<file path="src/rtl/mem_bus_interface.sv">
`default_nettype none
// ============================================================================
// Module      : mem_bus_interface
// Description : One-at-a-time read/write bridge between the control unit and
//               main memory, with misalignment rejection and ACK timeout.
// Revision    : 1.0 - initial release
// ============================================================================
module mem_bus_interface #(
    parameter int DATAWIDTH_BUS  = 32,
    parameter int TIMEOUT_CYCLES = 16
) (
    input  logic                     MEM_BUS_INTERFACE_CLOCK_50,
    input  logic                     MEM_BUS_INTERFACE_ResetInHigh_In,
    input  logic                     MEM_BUS_INTERFACE_Req_In,
    input  logic                     MEM_BUS_INTERFACE_Write_In,
    input  logic [DATAWIDTH_BUS-1:0] MEM_BUS_INTERFACE_Addr_InBus,
    input  logic [DATAWIDTH_BUS-1:0] MEM_BUS_INTERFACE_WrData_InBus,
    input  logic                     MEM_BUS_INTERFACE_MemAck_In,
    input  logic [DATAWIDTH_BUS-1:0] MEM_BUS_INTERFACE_MemData_InBus,
    output logic [DATAWIDTH_BUS-1:0] MEM_BUS_INTERFACE_MemAddr_OutBus,
    output logic [DATAWIDTH_BUS-1:0] MEM_BUS_INTERFACE_MemWrData_OutBus,
    output logic                     MEM_BUS_INTERFACE_MemRD_Out,
    output logic                     MEM_BUS_INTERFACE_MemWR_Out,
    output logic [DATAWIDTH_BUS-1:0] MEM_BUS_INTERFACE_RdData_OutBus,
    output logic                     MEM_BUS_INTERFACE_Busy_Out,
    output logic                     MEM_BUS_INTERFACE_Done_Out,
    output logic                     MEM_BUS_INTERFACE_Error_Out,
    output logic                     MEM_BUS_INTERFACE_ErrType_Out
);

    localparam logic [7:0] c_TIMEOUT_LAST = 8'(TIMEOUT_CYCLES - 1);

    typedef enum logic [1:0] {
        S_IDLE   = 2'd0,
        S_ACCESS = 2'd1,
        S_DONE   = 2'd2,
        S_ERR    = 2'd3
    } state_t;

    state_t                   r_state;
    state_t                   w_state_next;
    logic [7:0]               r_wait_cnt;
    logic [DATAWIDTH_BUS-1:0] r_addr;
    logic [DATAWIDTH_BUS-1:0] r_wr_data;
    logic                     r_write;
    logic [DATAWIDTH_BUS-1:0] r_rd_data;
    logic                     r_err_type;

    logic w_misaligned;
    logic w_timeout;

    assign w_misaligned = |MEM_BUS_INTERFACE_Addr_InBus[1:0];
    assign w_timeout    = (r_wait_cnt == c_TIMEOUT_LAST);

    always_comb begin
        w_state_next = r_state;
        unique case (r_state)
            S_IDLE: begin
                if (MEM_BUS_INTERFACE_Req_In) begin
                    w_state_next = w_misaligned ? S_ERR : S_ACCESS;
                end
            end
            S_ACCESS: begin
                // ACK on the last permitted cycle still counts as success
                if (MEM_BUS_INTERFACE_MemAck_In) begin
                    w_state_next = S_DONE;
                end else if (w_timeout) begin
                    w_state_next = S_ERR;
                end
            end
            S_DONE:  w_state_next = S_IDLE;
            S_ERR:   w_state_next = S_IDLE;
            default: w_state_next = S_IDLE;
        endcase
    end

    always_ff @(posedge MEM_BUS_INTERFACE_CLOCK_50 or posedge MEM_BUS_INTERFACE_ResetInHigh_In) begin
        if (MEM_BUS_INTERFACE_ResetInHigh_In) begin
            r_state    <= S_IDLE;
            r_wait_cnt <= 8'd0;
            r_addr     <= '0;
            r_wr_data  <= '0;
            r_write    <= 1'b0;
            r_rd_data  <= '0;
            r_err_type <= 1'b0;
        end else begin
            r_state <= w_state_next;
            unique case (r_state)
                S_IDLE: begin
                    if (MEM_BUS_INTERFACE_Req_In) begin
                        if (w_misaligned) begin
                            r_err_type <= 1'b1;
                        end else begin
                            r_addr     <= MEM_BUS_INTERFACE_Addr_InBus;
                            r_wr_data  <= MEM_BUS_INTERFACE_WrData_InBus;
                            r_write    <= MEM_BUS_INTERFACE_Write_In;
                            r_wait_cnt <= 8'd0;
                        end
                    end
                end
                S_ACCESS: begin
                    r_wait_cnt <= r_wait_cnt + 8'd1;
                    if (MEM_BUS_INTERFACE_MemAck_In) begin
                        if (!r_write) begin
                            r_rd_data <= MEM_BUS_INTERFACE_MemData_InBus;
                        end
                    end else if (w_timeout) begin
                        r_err_type <= 1'b0;
                    end
                end
                default: ;
            endcase
        end
    end

    // Every output is a decode of registered state, never of a live input
    assign MEM_BUS_INTERFACE_MemAddr_OutBus   = r_addr;
    assign MEM_BUS_INTERFACE_MemWrData_OutBus = r_wr_data;
    assign MEM_BUS_INTERFACE_MemRD_Out        = (r_state == S_ACCESS) && !r_write;
    assign MEM_BUS_INTERFACE_MemWR_Out        = (r_state == S_ACCESS) && r_write;
    assign MEM_BUS_INTERFACE_RdData_OutBus    = r_rd_data;
    assign MEM_BUS_INTERFACE_Busy_Out         = (r_state != S_IDLE);
    assign MEM_BUS_INTERFACE_Done_Out         = (r_state == S_DONE);
    assign MEM_BUS_INTERFACE_Error_Out        = (r_state == S_ERR);
    assign MEM_BUS_INTERFACE_ErrType_Out      = r_err_type;

endmodule
`default_nettype wire

</file>
<file path="config.mk">
export PLATFORM = sky130hd
export DESIGN_NAME = mem_bus_interface
export DESIGN_NICKNAME = d
export VERILOG_FILES = /design/src/rtl/mem_bus_interface.sv
export SDC_FILE = /design/constraint.sdc
export NUM_CORES = 1
export LEC_CHECK = 0
export ABC_CLOCK_PERIOD_IN_PS = 9700
export CAP_MARGIN = 10
export CORE_ASPECT_RATIO = 0.7
export CORE_MARGIN = 2
export CORE_UTILIZATION = 49
export DETAILED_ROUTE_END_ITERATION = 12
export DONT_BUFFER_PORTS = 1
export GPL_ROUTABILITY_DRIVEN = 1
export SLEW_MARGIN = 20
export SYNTH_ARGS = -nofsm -noshare
export SYNTH_HDL_FRONTEND = slang
export SYNTH_SLANG_ARGS = --single-unit
</file>
<file path="constraint.sdc">
create_clock -name MEM_BUS_INTERFACE_CLOCK_50 -period 9.7 [get_ports MEM_BUS_INTERFACE_CLOCK_50]
set_clock_uncertainty 0.05 [all_clocks]
set_input_delay 1.455 -clock MEM_BUS_INTERFACE_CLOCK_50 [delete_from_list [all_inputs] [get_ports MEM_BUS_INTERFACE_CLOCK_50]]
set_output_delay 1.455 -clock MEM_BUS_INTERFACE_CLOCK_50 [all_outputs]
set_load 0.01 [all_outputs]
</file>
==> metrics, run 1 <==
outcome completed; Layout Cells excl Fill 396; Tightest Pin Transition 986 ps; CP peak stage delay 420 ps; part of the power in registers 56.8%; PnR worst setup slack 6770 ps; Final Power 1.62 mW; largest net degree at the start of global routing 77; Final Hold Fails 0; layout cells sized above 1 42.0%; fin crit share 30.2%; busiest layer in global routing met2; Post-Syn Nets 374; area grow syn2layout 8.91%; vias per cell 5.39; Area contributors post-synth dfrtp_1 (63%), mux2_2 (17%), mux2_4 (11%); First-pass DRT Iterations 4; cell count after synthesis 272; Req. time, crit path 8200 ps; arrival time at the worst endpoint 1430 ps; area of the core 8480 um2; later-pin clock latency in the skew report 340 ps; Remaining DRCs 0; GRT met2 Usage 23.9%; startpoint types flop; n_diodes 0; FILL cells 712; Final nets 374; worst hold path class flop to flop; Vias 2135; clk sinks 108; Avg Cell Area, Syn 15.7 um2; leading area contributor after synthesis dfrtp_1; Int Power 1.09 mW; Die X 116 um; Sw Ratio 32.3%; M3 GR Usage 9.12%; RePlAce Congestion 0.731; FMAX 341 MHz; Peak supply drop 163 uV; WL final 7860 um; CP Buf/Inv Count 1; worst-path cell chain inv_1 > nor2_1 > and2_1; H-tree Lvls 3; drt first-iter violations 117; IO Count 203; CP Class flop to output port; global-route usage over all layers 16.2%; Max Slew Vio Count 0; Placed Cells 381; Slew headroom 34.3%; footprint of the multi-input gates 1500 um2; die area 9520 um2; CTS resizes 0; synth warn 0; leakage power 2.07 nW; Tmin final 2930 ps; # rows 28; met1 Use GR 19.5%; initial antenna violation count 0; CP delay by family, top simple AND/OR/NAND/NOR gates; Die H 82.2 um; # setup viols final 0; vias in the first global route 2087; clk slew on worst S/H paths 60 ps; sequential element share of the synthesized area 63.1%; grt ovf 0; crit end category output port; Netlist cell types 27; Yosys top cell area share 63.1%; Port Buffers 0; max cap viols 0; first-pass GRT wire length 11500 um; post-route ant nets 0; NetSw 0.521 mW; worst slack, placed 6450 ps; CTS hold repair buffers 0; #FFs+latches synth 108; CTS tree done; initial core utilization 50.5%; Post-CTS Setup Inserts 0; TNS Setup 0 ps; synthesized area 4280 um2; unrepaired setup endpoints after global routing no; power density cells 346 nW/um2; clock group share of total power 22.0%; slowest stage cell, crit path dfrtp_1; combinational share of power 21.2%; register area 2700 um2; hpwl dp 5480 um; Root Driver clkbuf_16; crit path max fanout 5; total CTS buffers 9; drt wl/cell 19.8 um; clock buffer depth 2
[final timing paths]
kind	from	endpoint	slack, ps	cells past startpoint
worst max-delay path	r_state[0]	MEM_BUS_INTERFACE_MemWR_Out	6770	3
worst min-delay path	r_wait_cnt[7]	r_wait_cnt[7]	440	1
worst max register to register	r_state[1]	MEM_BUS_INTERFACE_MemAddr_OutBus[16]	7470	3
worst min register to register	r_wait_cnt[7]	r_wait_cnt[7]	440	1
max in group asynchronous	MEM_BUS_INTERFACE_ResetInHigh_In	MEM_BUS_INTERFACE_RdData_OutBus[19]	7410	2
min in group asynchronous	MEM_BUS_INTERFACE_ResetInHigh_In	MEM_BUS_INTERFACE_MemWrData_OutBus[16]	920	1
[routing by layer]
layer / up-vias / routed length (um) / part of all wire, %
met4: 0 / 129 / 1.6
li1: 949 / - / -
met2: 121 / 3670 / 47
met1: 1051 / 3040 / 39
met5: - / 0 / 0
met3: 14 / 1030 / 13
[per-stage QoR]
step	util (%)	hold slack, ps	instance area [um2]
global placement	51.6	423	4370
floorplan	-	400	4280
CTS	55.0	449	4660
finish	55.0	445	4660
detailed placement	51.6	432	4370
global route	55.0	466	4660
[kinds of logic after synthesis]
family,share of synthesized area [%]
buffers and inverters,2.22
adder cells (fa/ha/maj),0.292
AND/OR/NAND/NOR,4.44
flip-flops,63.1
multiplexers,28.3
AO/OA/AOI/OAI,1.64
[cell usage after synthesis (all sizes together)]
cell / n
mux2: 95
nor4: 2
nand2: 6
o21ai: 5
and3: 2
nor3: 1
or2: 1
clkbuf: 1
nand3: 5
dfrtp: 108
nand2b: 1
nand4: 1
nor2: 11
a221oi: 1
and2: 5
ha: 1
mux2i: 3
nor2b: 1
a31oi: 1
nor3b: 1
buf: 11
a21oi: 6
inv: 3
[power by group through the flow]
stage          combinational, mW  clock (mW)  sequential, mW
3_3_place_gp               0.334           0           0.930
3_5_place_dp               0.346           0           0.928
2_1_floorplan              0.315           0           0.871
5_1_grt                    0.375       0.390           0.949
4_1_cts                    0.348       0.368           0.923
6_report                   0.342       0.356           0.917
[placed cells by master (no fill, tap or decap), drive strengths merged]
master,count
nor4,2
nand3,5
clkbuf,11
dfrtp,108
clkinv,1
nor2b,1
or2,1
mux2i,3
nor3b,1
a21oi,6
and3,2
a221oi,1
nor3,1
and2,5
ha,1
a31oi,1
nand2,6
mux2,95
clkinvlp,2
nand2b,1
bufinv,1
inv,3
nand4,1
nor2,11
buf,1
o21ai,5
[area by class of cell]
class | count | area share [%]
sequential | 108 | 57.9
inverter | 3 | 0.295
multi-input combinational | 149 | 32.1
timing repair buffer | 1 | 0.161
tap | 120 | 3.22
clock buffer | 11 | 5.20
clock inverter | 4 | 1.07
[registers in the layout, summed over array words and instances (netlist names)]
register / flops
r_wait_cnt: 8
MEM_BUS_INTERFACE_RdData_OutBus: 32
MEM_BUS_INTERFACE_MemWrData_OutBus: 32
MEM_BUS_INTERFACE_MemAddr_OutBus: 32
r_write: 1
MEM_BUS_INTERFACE_ErrType_Out: 1
r_state: 2
No activity file was read; power rests on OpenSTA's default activity.
==> run 2: changes to the inputs <==
--- a/config.mk
+++ b/config.mk
@@ -5,7 +5,7 @@
 export SDC_FILE = /design/constraint.sdc
 export NUM_CORES = 1
 export LEC_CHECK = 0
-export ABC_CLOCK_PERIOD_IN_PS = 9700
+export ABC_CLOCK_PERIOD_IN_PS = 2930
 export CAP_MARGIN = 10
 export CORE_ASPECT_RATIO = 0.7
 export CORE_MARGIN = 2
==> constraint.sdc (replaced) <==
create_clock -name MEM_BUS_INTERFACE_CLOCK_50 -period 2.93 [get_ports MEM_BUS_INTERFACE_CLOCK_50]
set_clock_uncertainty 0.05 [all_clocks]
set_input_delay 0.4395 -clock MEM_BUS_INTERFACE_CLOCK_50 [delete_from_list [all_inputs] [get_ports MEM_BUS_INTERFACE_CLOCK_50]]
set_output_delay 0.4395 -clock MEM_BUS_INTERFACE_CLOCK_50 [all_outputs]
set_load 0.01 [all_outputs]
==> run 2 against run 1 <==
Against the previous run: non-clock buffer count grew 2; hold slack got worse by 250 ps; critical path depth rose by 2; utilization increased by 0.62 points; register-to-register slack worse by 6700 ps; die area unchanged; critical endpoint is now r_wait_cnt[2]; combinational power grew to 3.4 times the previous value; routed wire length rose by 2.2%; power increased to 3.4 times the previous value; sequential power rose to 3.3 times the previous value; first-iteration DRC count up 1.7%; setup slack worse by 6000 ps.
==> metrics, run 2 (same netlist as run 1, synthesis figures left out) <==
outcome completed (unchanged); grt ovf 0 (unchanged); post-route ant nets 0 (unchanged); Placed Cells 382 (was 381); RePlAce Congestion 0.729 (was 0.731); CTS hold repair buffers 1 (was 0); initial core utilization 50.5% (unchanged); slowest stage cell, crit path nand3_4 (was dfrtp_1); Remaining DRCs 0 (unchanged); TNS Setup 0 ps (unchanged); clock buffer depth 2 (unchanged); global-route usage over all layers 16.5% (was 16.2%); most used cell, CP nor2_1; Final Hold Fails 0 (unchanged); # setup viols final 0 (unchanged); worst hold path class input pin to flop (was flop to flop); Peak supply drop 440 uV (was 163 uV); fin crit share 75.4%; largest net degree at the start of global routing 88 (was 77); Req. time, crit path 3110 ps (was 8200 ps); CP peak stage delay 700 ps (was 420 ps); worst-path cell chain nor2_1 > nand3_4 > buf_4 > a21oi_1 > nor2_1 (was inv_1 > nor2_1 > and2_1); Root Driver clkbuf_16 (unchanged); First-pass DRT Iterations 4 (unchanged); power density cells 1160 nW/um2 (was 346 nW/um2); WL final 8040 um (was 7860 um); CP delay by family, top simple AND/OR/NAND/NOR gates (unchanged); Die X 116 um (unchanged); # rows 28 (unchanged); r2r endpoint r_wait_cnt[2] (was MEM_BUS_INTERFACE_MemAddr_OutBus[16]); FMAX 453 MHz; layout cells sized above 1 42.2% (was 42.0%); max cap viols 0 (unchanged); clk slew on worst S/H paths 70 ps (was 60 ps); startpoint types flop (unchanged); area of the core 8480 um2 (unchanged); leakage power 2.09 nW (was 2.07 nW); CP Class flop to flop (was flop to output port); vias in the first global route 2242 (was 2087); Vias 2122 (was 2135); hpwl dp 5660 um (was 5480 um); Tightest Pin Transition 949 ps (was 986 ps); drt first-iter violations 119 (was 117); Min-Delay Startpoint MEM_BUS_INTERFACE_MemData_InBus[27] (was r_wait_cnt[7]); CTS tree done (unchanged); vias per cell 5.35 (was 5.39); die area 9520 um2 (unchanged); CTS resizes 0 (unchanged); clk sinks 108 (unchanged); arrival time at the worst endpoint 2390 ps (was 1430 ps); Tmin final 2210 ps; footprint of the multi-input gates 1500 um2 (unchanged); IO Count 203 (unchanged); n_diodes 0 (unchanged); initial antenna violation count 1 (was 0); WHS Endpoint MEM_BUS_INTERFACE_RdData_OutBus[27] (was r_wait_cnt[7]); Max Slew Vio Count 0 (unchanged); crit path max fanout 70 (was 5); register area 2700 um2 (unchanged); WHS Path Cells 1 (unchanged); Die H 82.2 um (unchanged); fin area 4720 um2 (was 4660 um2); R2R cell count 5 (was 3); commonest non-fill, non-tap cell in the layout dfrtp_1 (unchanged); area grow syn2layout 10.1% (was 8.91%); H-tree Lvls 3 (unchanged); Final nets 376 (was 374); Cell Area, Placed 4390 um2 (was 4370 um2); unrepaired setup endpoints after global routing no (unchanged); most frequent cells in the layout dfrtp_1 (108), mux2_2 (65), mux2_4 (30) (unchanged); later-pin clock latency in the skew report 340 ps (about the same); FILL cells 720 (was 712); CP Buf/Inv Count 1 (unchanged); Reg2Reg Setup Slack 720 ps (was 7470 ps); Slew headroom 36.7% (was 34.3%); first-pass GRT wire length 11700 um (was 11500 um); Port Buffers 0 (unchanged); total CTS buffers 9 (unchanged); drt wl/cell 20.2 um (was 19.8 um); crit end category flop (was output port); Post-CTS Setup Inserts 0 (unchanged); Crit Reg-Reg Startpoint r_state[1] (unchanged); Layout Cells excl Fill 397 (was 396)
==> run 2: worst max-delay path by stage <==
stage | start | endpoint | slack (ps) | cells past startpoint
after floorplan | MEM_BUS_INTERFACE_ResetInHigh_In | MEM_BUS_INTERFACE_ErrType_Out | 1140 | 1
after global routing | r_state[1] | r_wait_cnt[0] | 560 | 5
after CTS | r_state[1] | r_wait_cnt[2] | 690 | 5
after detailed placement | MEM_BUS_INTERFACE_Addr_InBus[1] | r_wait_cnt[2] | 680 | 5
after global placement | MEM_BUS_INTERFACE_Addr_InBus[1] | r_wait_cnt[2] | 720 | 5
final | r_state[1] | r_wait_cnt[2] | 720 | 5
==> run 2: layout make-up <==
type / count / share of cell area, %
clock buffers: 10 / 5.07
clock inverters: 4 / 1.59
inverters: 3 / 0.318
multi-input cells: 149 / 31.8
flip-flops and latches: 108 / 57.3
well taps: 120 / 3.18
repair buffers: 3 / 0.796
==> run 2: through the flow <==
step	setup slack, ps	power, mW	hold slack [ps]	util (%)
global placement	720	4.19	314	51.8
floorplan	1140	3.93	400	-
global route	557	5.77	173	55.6
CTS	690	5.53	179	55.6
finish	720	5.45	194	55.6
detailed placement	682	4.23	313	51.8
==> run 2: power by group <==
part / switching (mW) / internal [mW]
logic: 0.397 / 0.749
registers: 0.839 / 2.20
clock network: 0.508 / 0.763
total: 1.74 / 3.71
==> run 2: routing by layer <==
layer / global-route usage (%) / part of all wire, % / routed length [um] / vias to the layer above
li1: - / - / - / 947
met1: 19.2 / 38 / 3070 / 1051
met2: 26.2 / 48 / 3890 / 112
met3: 8.98 / 12 / 984 / 10
met4: 5.71 / 1.1 / 87 / 2
met5: 0 / 0.14 / 11 / -
